<file path="src/rtl/tmds_encoder_multi.sv">
// N-channel TMDS/HDMI symbol encoder: control, 8b/10b video with DC balance,
// guard bands and TERC4 data islands. Two-stage pipeline, fixed 2-cycle latency.

module tmds_enc_ch #(
    parameter int CH_IDX = 0,
    parameter int DISP_W = 5
) (
    input  logic              clk,
    input  logic              rst_n,
    input  logic [2:0]        i_mode,
    input  logic [7:0]        i_data,
    input  logic [3:0]        i_terc4,
    input  logic [1:0]        i_ctrl,
    output logic [9:0]        o_tmds,
    output logic [DISP_W-1:0] o_disp
);
    localparam logic [2:0] MODE_CTRL  = 3'd0;
    localparam logic [2:0] MODE_VIDEO = 3'd1;
    localparam logic [2:0] MODE_VGB   = 3'd2;
    localparam logic [2:0] MODE_DATA  = 3'd3;
    localparam logic [2:0] MODE_DGB   = 3'd4;
    localparam logic IS_SYNC = (CH_IDX == 0);
    localparam logic IS_EVEN = (CH_IDX % 2 == 0);
    localparam logic [DISP_W-1:0] TWO   = DISP_W'(2);
    localparam logic [DISP_W-1:0] EIGHT = DISP_W'(8);

    function automatic logic [9:0] f_ctrl(input logic [1:0] c);
        case (c)
            2'b00:   f_ctrl = 10'b1101010100;
            2'b01:   f_ctrl = 10'b0010101011;
            2'b10:   f_ctrl = 10'b0101010100;
            default: f_ctrl = 10'b1010101011;
        endcase
    endfunction

    function automatic logic [9:0] f_terc4(input logic [3:0] n);
        case (n)
            4'h0:    f_terc4 = 10'b1010011100;
            4'h1:    f_terc4 = 10'b1001100011;
            4'h2:    f_terc4 = 10'b1011100100;
            4'h3:    f_terc4 = 10'b1011100010;
            4'h4:    f_terc4 = 10'b0101110001;
            4'h5:    f_terc4 = 10'b0100011110;
            4'h6:    f_terc4 = 10'b0110001110;
            4'h7:    f_terc4 = 10'b0100111100;
            4'h8:    f_terc4 = 10'b1011001100;
            4'h9:    f_terc4 = 10'b0100111001;
            4'hA:    f_terc4 = 10'b0110011100;
            4'hB:    f_terc4 = 10'b1011000111;
            4'hC:    f_terc4 = 10'b1010001110;
            4'hD:    f_terc4 = 10'b1001110001;
            4'hE:    f_terc4 = 10'b0101100011;
            default: f_terc4 = 10'b1011000011;
        endcase
    endfunction

    // ---------------- stage 1: q_m, its ones count, symbol selects
    logic [2:0] w_mode;
    logic [3:0] w_sel;
    logic [3:0] w_ones;
    logic [3:0] w_qn1;
    logic       w_xnor;
    logic [8:0] w_qm;

    always_comb begin
        w_mode = (i_mode > MODE_DGB) ? MODE_CTRL : i_mode;
        w_ones = '0;
        for (int i = 0; i < 8; i++) w_ones = w_ones + 4'(i_data[i]);
        w_xnor = (w_ones > 4'd4) || (w_ones == 4'd4 && !i_data[0]);
        w_qm    = '0;
        w_qm[0] = i_data[0];
        for (int i = 1; i < 8; i++)
            w_qm[i] = w_xnor ? ~(w_qm[i-1] ^ i_data[i]) : (w_qm[i-1] ^ i_data[i]);
        w_qm[8] = ~w_xnor;
        w_qn1 = '0;
        for (int i = 0; i < 8; i++) w_qn1 = w_qn1 + 4'(w_qm[i]);
        // Only channel 0 carries sync; other channels always select code 00
        case (w_mode)
            MODE_DATA: w_sel = i_terc4;
            MODE_DGB:  w_sel = IS_SYNC ? {2'b11, i_ctrl} : 4'd0;
            MODE_CTRL: w_sel = IS_SYNC ? {2'b00, i_ctrl} : 4'd0;
            default:   w_sel = 4'd0;
        endcase
    end

    logic [2:0] r_mode;
    logic [8:0] r_qm;
    logic [3:0] r_n1;
    logic [3:0] r_sel;

    always_ff @(posedge clk or negedge rst_n) begin
        if (!rst_n) begin
            r_mode <= MODE_CTRL;
            r_qm   <= '0;
            r_n1   <= '0;
            r_sel  <= '0;
        end else begin
            r_mode <= w_mode;
            r_qm   <= w_qm;
            r_n1   <= w_qn1;
            r_sel  <= w_sel;
        end
    end

    // ---------------- stage 2: DC balance and final symbol
    logic [DISP_W-1:0] r_cnt;
    logic [9:0]        r_tmds;
    logic [DISP_W-1:0] w_diff;
    logic [DISP_W-1:0] w_q8x2;
    logic [DISP_W-1:0] w_nq8x2;
    logic [DISP_W-1:0] w_vcnt;
    logic [DISP_W-1:0] w_cnt_nxt;
    logic [9:0]        w_vsym;
    logic [9:0]        w_sym;
    logic              w_q8, w_zero, w_pos, w_neg, w_n1gt, w_bal;

    always_comb begin
        w_q8    = r_qm[8];
        w_diff  = (DISP_W'(r_n1) << 1) - EIGHT;   // n1 - n0
        w_q8x2  = w_q8 ? TWO : '0;
        w_nq8x2 = w_q8 ? '0 : TWO;
        w_zero  = (r_cnt == '0);
        w_neg   = r_cnt[DISP_W-1];
        w_pos   = !w_neg && !w_zero;
        w_n1gt  = (r_n1 > 4'd4);
        w_bal   = (r_n1 == 4'd4);
        if (w_zero || w_bal) begin
            w_vsym = {~w_q8, w_q8, w_q8 ? r_qm[7:0] : ~r_qm[7:0]};
            w_vcnt = w_q8 ? (r_cnt + w_diff) : (r_cnt - w_diff);
        end else if ((w_pos && w_n1gt) || (w_neg && !w_n1gt)) begin
            w_vsym = {1'b1, w_q8, ~r_qm[7:0]};
            w_vcnt = r_cnt + w_q8x2 - w_diff;
        end else begin
            w_vsym = {1'b0, w_q8, r_qm[7:0]};
            w_vcnt = r_cnt - w_nq8x2 + w_diff;
        end
        // Any non-video symbol restarts the disparity tally
        w_cnt_nxt = '0;
        case (r_mode)
            MODE_VIDEO: begin
                w_sym     = w_vsym;
                w_cnt_nxt = w_vcnt;
            end
            MODE_VGB:  w_sym = IS_EVEN ? 10'b1011001100 : 10'b0100110011;
            MODE_DATA: w_sym = f_terc4(r_sel);
            MODE_DGB:  w_sym = IS_SYNC ? f_terc4(r_sel) : 10'b0100110011;
            default:   w_sym = f_ctrl(r_sel[1:0]);
        endcase
    end

    always_ff @(posedge clk or negedge rst_n) begin
        if (!rst_n) begin
            r_tmds <= '0;
            r_cnt  <= '0;
        end else begin
            r_tmds <= w_sym;
            r_cnt  <= w_cnt_nxt;
        end
    end

    assign o_tmds = r_tmds;
    assign o_disp = r_cnt;
endmodule

module tmds_encoder_multi #(
    parameter int NUM_CH = 3,
    parameter int DISP_W = 5
) (
    input  logic                     clk_in,
    input  logic                     rst_n_in,
    input  logic [2:0]               mode_in,
    input  logic [NUM_CH*8-1:0]      data_in,
    input  logic [NUM_CH*4-1:0]      terc4_in,
    input  logic [1:0]               control_in,
    output logic [NUM_CH*10-1:0]     tmds_out,
    output logic [NUM_CH*DISP_W-1:0] disp_out
);
    for (genvar k = 0; k < NUM_CH; k++) begin : g_ch
        tmds_enc_ch #(
            .CH_IDX (k),
            .DISP_W (DISP_W)
        ) u_ch (
            .clk     (clk_in),
            .rst_n   (rst_n_in),
            .i_mode  (mode_in),
            .i_data  (data_in[8*k +: 8]),
            .i_terc4 (terc4_in[4*k +: 4]),
            .i_ctrl  (control_in),
            .o_tmds  (tmds_out[10*k +: 10]),
            .o_disp  (disp_out[DISP_W*k +: DISP_W])
        );
    end
endmodule

</file>
<file path="config.mk">
export PLATFORM = sky130hd
export DESIGN_NAME = tmds_encoder_multi
export DESIGN_NICKNAME = d
export VERILOG_FILES = /design/src/rtl/tmds_encoder_multi.sv
export SDC_FILE = /design/constraint.sdc
export NUM_CORES = 1
export LEC_CHECK = 0
export BUFFER_PORTS_ARGS = -buffer_cell sky130_fd_sc_hd__buf_2
export CAP_MARGIN = 5
export CORE_ASPECT_RATIO = 0.6
export CORE_MARGIN = 2
export CORE_UTILIZATION = 55
export CTS_CLUSTER_SIZE = 40
export DETAILED_ROUTE_END_ITERATION = 10
export PLACE_DENSITY = 0.78
export SYNTH_ARGS = -nofsm -noshare
export SYNTH_HDL_FRONTEND = slang
export SYNTH_HIERARCHICAL = 1
export SYNTH_SLANG_ARGS = --single-unit
</file>
<file path="constraint.sdc">
create_clock -name clk_in -period 2.34 [get_ports clk_in]
set_input_delay 0 -clock clk_in [delete_from_list [all_inputs] [get_ports clk_in]]
set_output_delay 0 -clock clk_in [all_outputs]
set_load 0.05 [all_outputs]
</file>
==> results of run 1 <==
-- layout make-up --
class                           instances  share of cell area [%]
Tap cell                              198                    2.31
Inverter                              115                    4.24
Multi-Input combinational cell        583                    49.9
Clock buffer                           11                    2.27
Clock inverter                          5                   0.549
Timing Repair Buffer                  243                    16.8
Sequential cell                       102                    23.9
-- registers in the layout (all words and copies together) (netlist names) --
signal	cells
g_ch.u_ch/r_mode	9
g_ch.u_ch/o_tmds	30
g_ch.u_ch/o_disp	12
g_ch.u_ch/r_n1	12
g_ch.u_ch/r_sel	12
g_ch.u_ch/r_qm	27
-- metrics by stage --
stage,worst slack [ps],area [um2]
after floorplan,-2720,8250
after global placement,-2960,9590
after detailed placement,-3190,9590
after CTS,-2730,10500
after global routing,-3000,10700
final,-2890,10700
-- cells in the mapped netlist (all sizes together), types with 4 or more instances --
cell type  instances  area (um2)
a211oi            14         110
a21o              15         113
a21oi             46         238
a31oi             15         124
and2               9        58.8
and3              10        67.6
buf                6        56.3
clkbuf            17        63.8
dfrtp            102        2550
fa                36         721
ha                79         988
inv              115         432
mux2               4        45.0
mux2i             10         100
nand2             33         124
nand2b            13        81.3
nand3              7        35.0
nor2              51         194
nor2b             21         131
nor3              11        55.1
nor3b              6        45.0
o211ai             8        60.1
o21ai             36         184
o221ai            13         114
o22ai              5        31.3
xnor2             61         561
xor2              37         339
-- power by group --
group,total [mW],internal [mW],switching [mW]
clock network,1.52,0.859,0.664
registers,2.75,2.35,0.399
logic,14.2,6.86,7.38
total,18.5,10.1,8.44
-- worst max path at each step --
stage,to,slack (ps),depth (start not counted)
floorplan,g_ch[1].u_ch/r_n1[2]$_DFF_PN0_,-2720,20
global placement,g_ch[1].u_ch/r_n1[2]$_DFF_PN0_,-2960,21
detailed placement,g_ch[1].u_ch/r_n1[2]$_DFF_PN0_,-3190,21
CTS,g_ch[1].u_ch/r_n1[2]$_DFF_PN0_,-2730,21
global route,g_ch[1].u_ch/r_n1[1]$_DFF_PN0_,-3000,21
finish,g_ch[1].u_ch/r_n1[1]$_DFF_PN0_,-2890,21
-- critical path: cells and delay by family --
kind	cells	cell delay (ps)
adders and majority gates	10	4070
and+or+nand+nor	2	450
xor gates and xnor gates	2	440
buffers and inverters	6	330
AOI/OAI and AO/OA	1	190
-- timing repair --
action | 4_1_cts | 5_1_grt
resized for setup | 50 | 31
endpoints found under the hold margin | 90 | 0
setup buffers | 26 | 15
hold buffers | 21 | 0
pin swaps | 13 | 17
setup endpoints to repair | 31 | 42
-- cells by family after synthesis --
logic type / Yosys count / share of synthesized area (%)
buffers and inverters: 139 / 7.02
multiplexers: 14 / 1.81
flip-flops: 102 / 31.8
AND/OR/NAND/NOR: 173 / 11.2
adder cells (fa/ha/maj): 115 / 21.3
AO/OA/AOI/OAI: 177 / 14.8
other: 3 / 0.140
XOR/XNOR: 101 / 12.0
-- per-layer routing --
layer	wire length, um	up-vias	GRT usage [%]
met5	0	-	0
met4	268	0	5.96
met3	1660	28	6.62
met2	9830	279	44.0
met1	9270	3277	37.9
li1	-	3211	-
==> results.toml, run 1 <==
[run_status]
status = "finished, violations left"
violations = "setup timing"

[timing]
fin_crit_sh_pct = 224
fin_setup_tns_ps = -38340
finalWorstSetupSlack_ps = -2890
rsz0062_at_grt = "true"
fmax_mhz = 191
worstMarginPinSlew_ps = 651
finalHoldViolCount = 0
maxSlewViolCount = 0
fin_crit_ps = 5230
slew_headroom_pct = 56.6
fin_worst_hold_slack_ps = 81.5
skew_ps = 6.01
finalSetupViolCount = 27

[floorplanning]
io_pins = 88
die_w_um = 160
rows = 34
coreArea_um2 = 14400
die_h_um = 97.6
dieArea_um2 = 15600
start_util_pct = 55.9

[pwr]
powerDensity_nw_per_um2 = 1730
irDropWorstVdd_v = 0.00145
report.power.total_mw = 18.5
power.leakage_nw = 5.17

[final_layout]
fillers = 993
final_common_cell = "buf_4"
utilization_pct = 74.5
antenna_cells = 0
finalNonFillerCells = 1257
regArea_um2 = 2560
area_growth_pct = 33.3
drive_gt1_share_pct = 32.9
multi_input_area_um2 = 5350
final_nets = 1212
final_cell_mix = "buf_4 (122), dfrtp_1 (96), inv_1 (87)"

[clocking]
cts_max_level = 3
path_clk_slew_ps = 70
cts.root.buffer_cell = "clkbuf_16"
cts_sinks = 102
clock_latency_ps = 350
numCtsBuffers = 9
clockBufferDepth = 2
tritoncts = "built"

[synthesis]
synth_nets = 982
synth-edff-count = 0
seq_area_frac_synth_pct = 31.8
syn_area_um2 = 8040
synth_cell_types = 72
yosysWarnings = 6
ys_ff_latch = 102
postSynthAreaPerCell_um2 = 9.76
async_flop_share_pct = 100
syn_inst = 824
ys.flop_type = "dfrtp_1"

[global_route]
antenna_found_initial = 0
grt_pass1_wl_um = 33800
grt_pass1_vias = 6767
grt_usage_pct = 27.3
grt_max_degree = 47
grt_overflow = 0

[detailed_routing]
vias = 6795
avgRoutedWirePerCell_um = 16.7
wirelength_um = 21000
ant_nets = 0
vias_per_cell = 5.41
firstDrtPassIters = 5
drc = 0
drtIter0Drc = 492

[worst_hold_path]
min_to = "g_ch[1].u_ch/r_qm[4]$_DFF_PN0_"
min-delay-start = "data_in[12]"
holdPathStages = 4
hold_class = "in2reg"

[critical_path]
worstSetupStartpoint = "data_in[8]"
cp_slowest_stage_delay_ps = 550
cp-end-kind = "register"
cp.arrival_ps = 5480
path_cells = "buf_12, inv_12, fa_1, fa_1, fa_1, inv_1, ha_2, fa_1, nor3b_2, nor3b_1, a21oi_4, xor2_1, inv_1, fa_1, xnor2_1, ha_1, fa_1, ha_4, inv_2, fa_2, inv_2"
worstReg2RegEnd = "g_ch[0].u_ch/o_disp[2]$_DFF_PN0_"
slowest_stage = "fa_1"
path_max_fanout = 4
path_common_cell = "fa_1"
startpoint_type = "primary input"
r2r-start = "g_ch[0].u_ch/r_n1[0]$_DFF_PN0_"
path_class = "in2reg"
reg2reg_slack_ps = 70
cp.required_ps = 2590
ff2ff_path_depth = 8

[placement]
placed_cells = 1185
io_buffer_count = 84
gp_congestion = 0.910
dp_hpwl_um = 15200

[run]
maxCapViolCount = 0
No activity file was read; power rests on OpenSTA's default activity.
==> inputs of run 2 (changes only) <==
--- a/config.mk
+++ b/config.mk
@@ -9,11 +9,10 @@
 export CAP_MARGIN = 5
 export CORE_ASPECT_RATIO = 0.6
 export CORE_MARGIN = 2
-export CORE_UTILIZATION = 55
+export CORE_UTILIZATION = 60
 export CTS_CLUSTER_SIZE = 40
 export DETAILED_ROUTE_END_ITERATION = 10
-export PLACE_DENSITY = 0.78
+export PLACE_DENSITY = 0.82
 export SYNTH_ARGS = -nofsm -noshare
 export SYNTH_HDL_FRONTEND = slang
-export SYNTH_HIERARCHICAL = 1
 export SYNTH_SLANG_ARGS = --single-unit
==> constraint.sdc (replaced) <==
create_clock -name clk_in -period 6 [get_ports clk_in]
set_input_delay 0 -clock clk_in [delete_from_list [all_inputs] [get_ports clk_in]]
set_output_delay 0 -clock clk_in [all_outputs]
set_load 0.02 [all_outputs]
==> results.toml, run 2 <==
[final_layout]
antenna_cells = 0
finalNonFillerCells = 1065
final_nets = 1050
largest_register_ffs = 30
area_growth_pct = 15.3
utilization_pct = 72.0
design_area_um2 = 8820
final_common_cell = "inv_1"
drive_gt1_share_pct = 14.3
final_cell_mix = "inv_1 (104), dfrtp_1 (96), buf_2 (83)"

[timing]
fin_setup_tns_ps = 0
skew_ps = 5.31
worstMarginPinSlew_ps = 929
finalHoldViolCount = 0
fin_worst_hold_slack_ps = 3.20
finalWorstSetupSlack_ps = 252
finalSetupViolCount = 0
fmax_mhz = 174
maxSlewViolCount = 0
fin_crit_sh_pct = 95.8
rsz0062_at_grt = "false"
fin_crit_ps = 5750
slew_headroom_pct = 38.1

[synthesis]
ys.flop_type = "dfrtp_1"
synth_area_leader_cell = "dfrtp_1"
synth_cell_types = 65
synth-edff-count = 0
synth_most_common_cell = "inv_1"
syn_inst = 789
yosysWarnings = 0
async_flop_share_pct = 100
synth_top_cells_by_area = "dfrtp_1 (31%), ha_1 (12%), fa_1 (10%), xnor2_1 (6.2%), inv_1 (5.2%)"
postSynthAreaPerCell_um2 = 9.70
seq_area_frac_synth_pct = 31.4
yosysTopAreaCellShare_pct = 31.4
syn_area_um2 = 7650
netlist_top_cells_count = "inv_1 (105), dfrtp_1 (96), ha_1 (72)"
ys_ff_latch = 96

[detailed_routing]
drc = 0
avgRoutedWirePerCell_um = 16.3
wirelength_um = 17400
vias = 5989
firstDrtPassIters = 5
ant_nets = 0
vias_per_cell = 5.62
drtIter0Drc = 652

[global_route]
grt_usage_pct = 27.1
grt_max_degree = 75
grt_overflow = 0
grt_pass1_wl_um = 29200
grt_pass1_vias = 5876
antenna_found_initial = 0

[clocking]
cts_sinks = 96
cts_max_level = 3
path_clk_slew_ps = 60
postCtsSetupRepairBufs = 0
tritoncts = "built"
numCtsBuffers = 9
cts.root.buffer_cell = "clkbuf_16"
clock_latency_ps = 350
clockBufferDepth = 2

[run]
maxCapViolCount = 0

[critical_path]
path_common_cell = "fa_1"
worst-path-buf-inv = 7
startpoint_type = "primary input"
ff2ff_path_depth = 4
worstReg2RegEnd = "g_ch[0].u_ch.o_tmds[4]$_DFF_PN0_"
worstSetupStartpoint = "data_in[8]"
path_class = "in2reg"
cp_slowest_stage_delay_ps = 530
cp-end-kind = "register"
crit_family = "adder cells"
reg2reg_slack_ps = 3390
path_max_fanout = 4
cp.arrival_ps = 5980
cp.required_ps = 6230
r2r-start = "g_ch[2].u_ch.r_mode[0]$_DFF_PN0_"
path_cells = "dlygate4sd3_1, buf_2, ha_1, inv_2, fa_1, fa_1, inv_1, fa_1, fa_1, nor3b_2, o22ai_4, xnor2_2, ha_1, inv_1, fa_1, inv_1, fa_1, inv_1, fa_1, fa_1, xnor2_1"
slowest_stage = "dlygate4sd3_1"

[placement]
gp_congestion = 0.890
placed_cells = 1013
dp_hpwl_um = 13000
dpl_cell_area_um2 = 8150
io_buffer_count = 84
dpl_worst_slack_ps = 259

[worst_hold_path]
hold_class = "in2reg"
holdPathStages = 3
min-delay-start = "data_in[4]"
min_to = "g_ch[0].u_ch.r_qm[4]$_DFF_PN0_"

[floorplanning]
dieArea_um2 = 13700
die_h_um = 91.5
start_util_pct = 62.4
coreArea_um2 = 12300
die_w_um = 150
io_pins = 88
rows = 31

[run_status]
status = "complete, no violations"

[pwr]
report.power.total_mw = 5.07
powerDensity_nw_per_um2 = 575
power.leakage_nw = 4.29
irDropWorstVdd_v = 0.000306
==> run 2: how the worst max path moves through the flow <==
stage / to / slack [ps] / cells after the start
after floorplan: g_ch[0].u_ch.r_n1[1]$_DFF_PN0_ / 750 / 20
after global placement: g_ch[1].u_ch.r_n1[2]$_DFF_PN0_ / 470 / 20
after detailed placement: g_ch[1].u_ch.r_n1[2]$_DFF_PN0_ / 260 / 20
after CTS: g_ch[1].u_ch.r_n1[2]$_DFF_PN0_ / 80 / 21
after global routing: g_ch[0].u_ch.r_n1[1]$_DFF_PN0_ / 4 / 23
final: g_ch[1].u_ch.r_n1[2]$_DFF_PN0_ / 250 / 21
==> run 2: per-layer routing <==
layer | wire length (um) | vias to the layer above | GRT usage, %
met3 | 1270 | 18 | 5.68
met2 | 7490 | 248 | 40.0
met5 | 0 | - | 0
met4 | 133 | 0 | 4.87
li1 | - | 2856 | -
met1 | 8480 | 2867 | 41.6
==> run 2: power by group <==
group	internal (mW)	switching (mW)	leakage, nW
logic	1.56	1.92	2.98
registers	0.858	0.194	1.18
clock network	0.292	0.241	0.126
total	2.71	2.36	4.29
==> run 2: what timing repair did <==
item,in CTS,in global routing
hold buffers,37,0
hold endpoints to repair,47,0
setup endpoints to repair,0,3
resized for setup,0,6
==> run 2: kinds of logic (layout without fill, tap and decap cells) <==
logic type	Yosys count	in the layout	synth area share (%)
buf+inv	136	245	7.23
fa+ha+maj	113	113	22.2
simple gates	139	139	9.11
flops	96	96	31.4
other cells	1	3	0.0490
compound gates	183	183	15.6
mux	22	22	3.06
xor+xnor	99	99	11.3
==> run 2: worst register-to-register path: cells and delay by family, from the launching register on <==
kind	cells	cell delay [ps]
AO/OA/AOI/OAI	1	340
buffers and inverters	1	370
flip-flops	1	720
AND/OR/NAND/NOR	2	1070
==> run 2: layout make-up <==
cell class / count / area, um2
fill: 891 / 3440
inverter: 106 / 398
multi-input combinational: 559 / 4730
clock buffer: 13 / 250
tap: 165 / 206
sequential: 96 / 2400
clock inverter: 2 / 16.3
timing repair buffer: 124 / 816
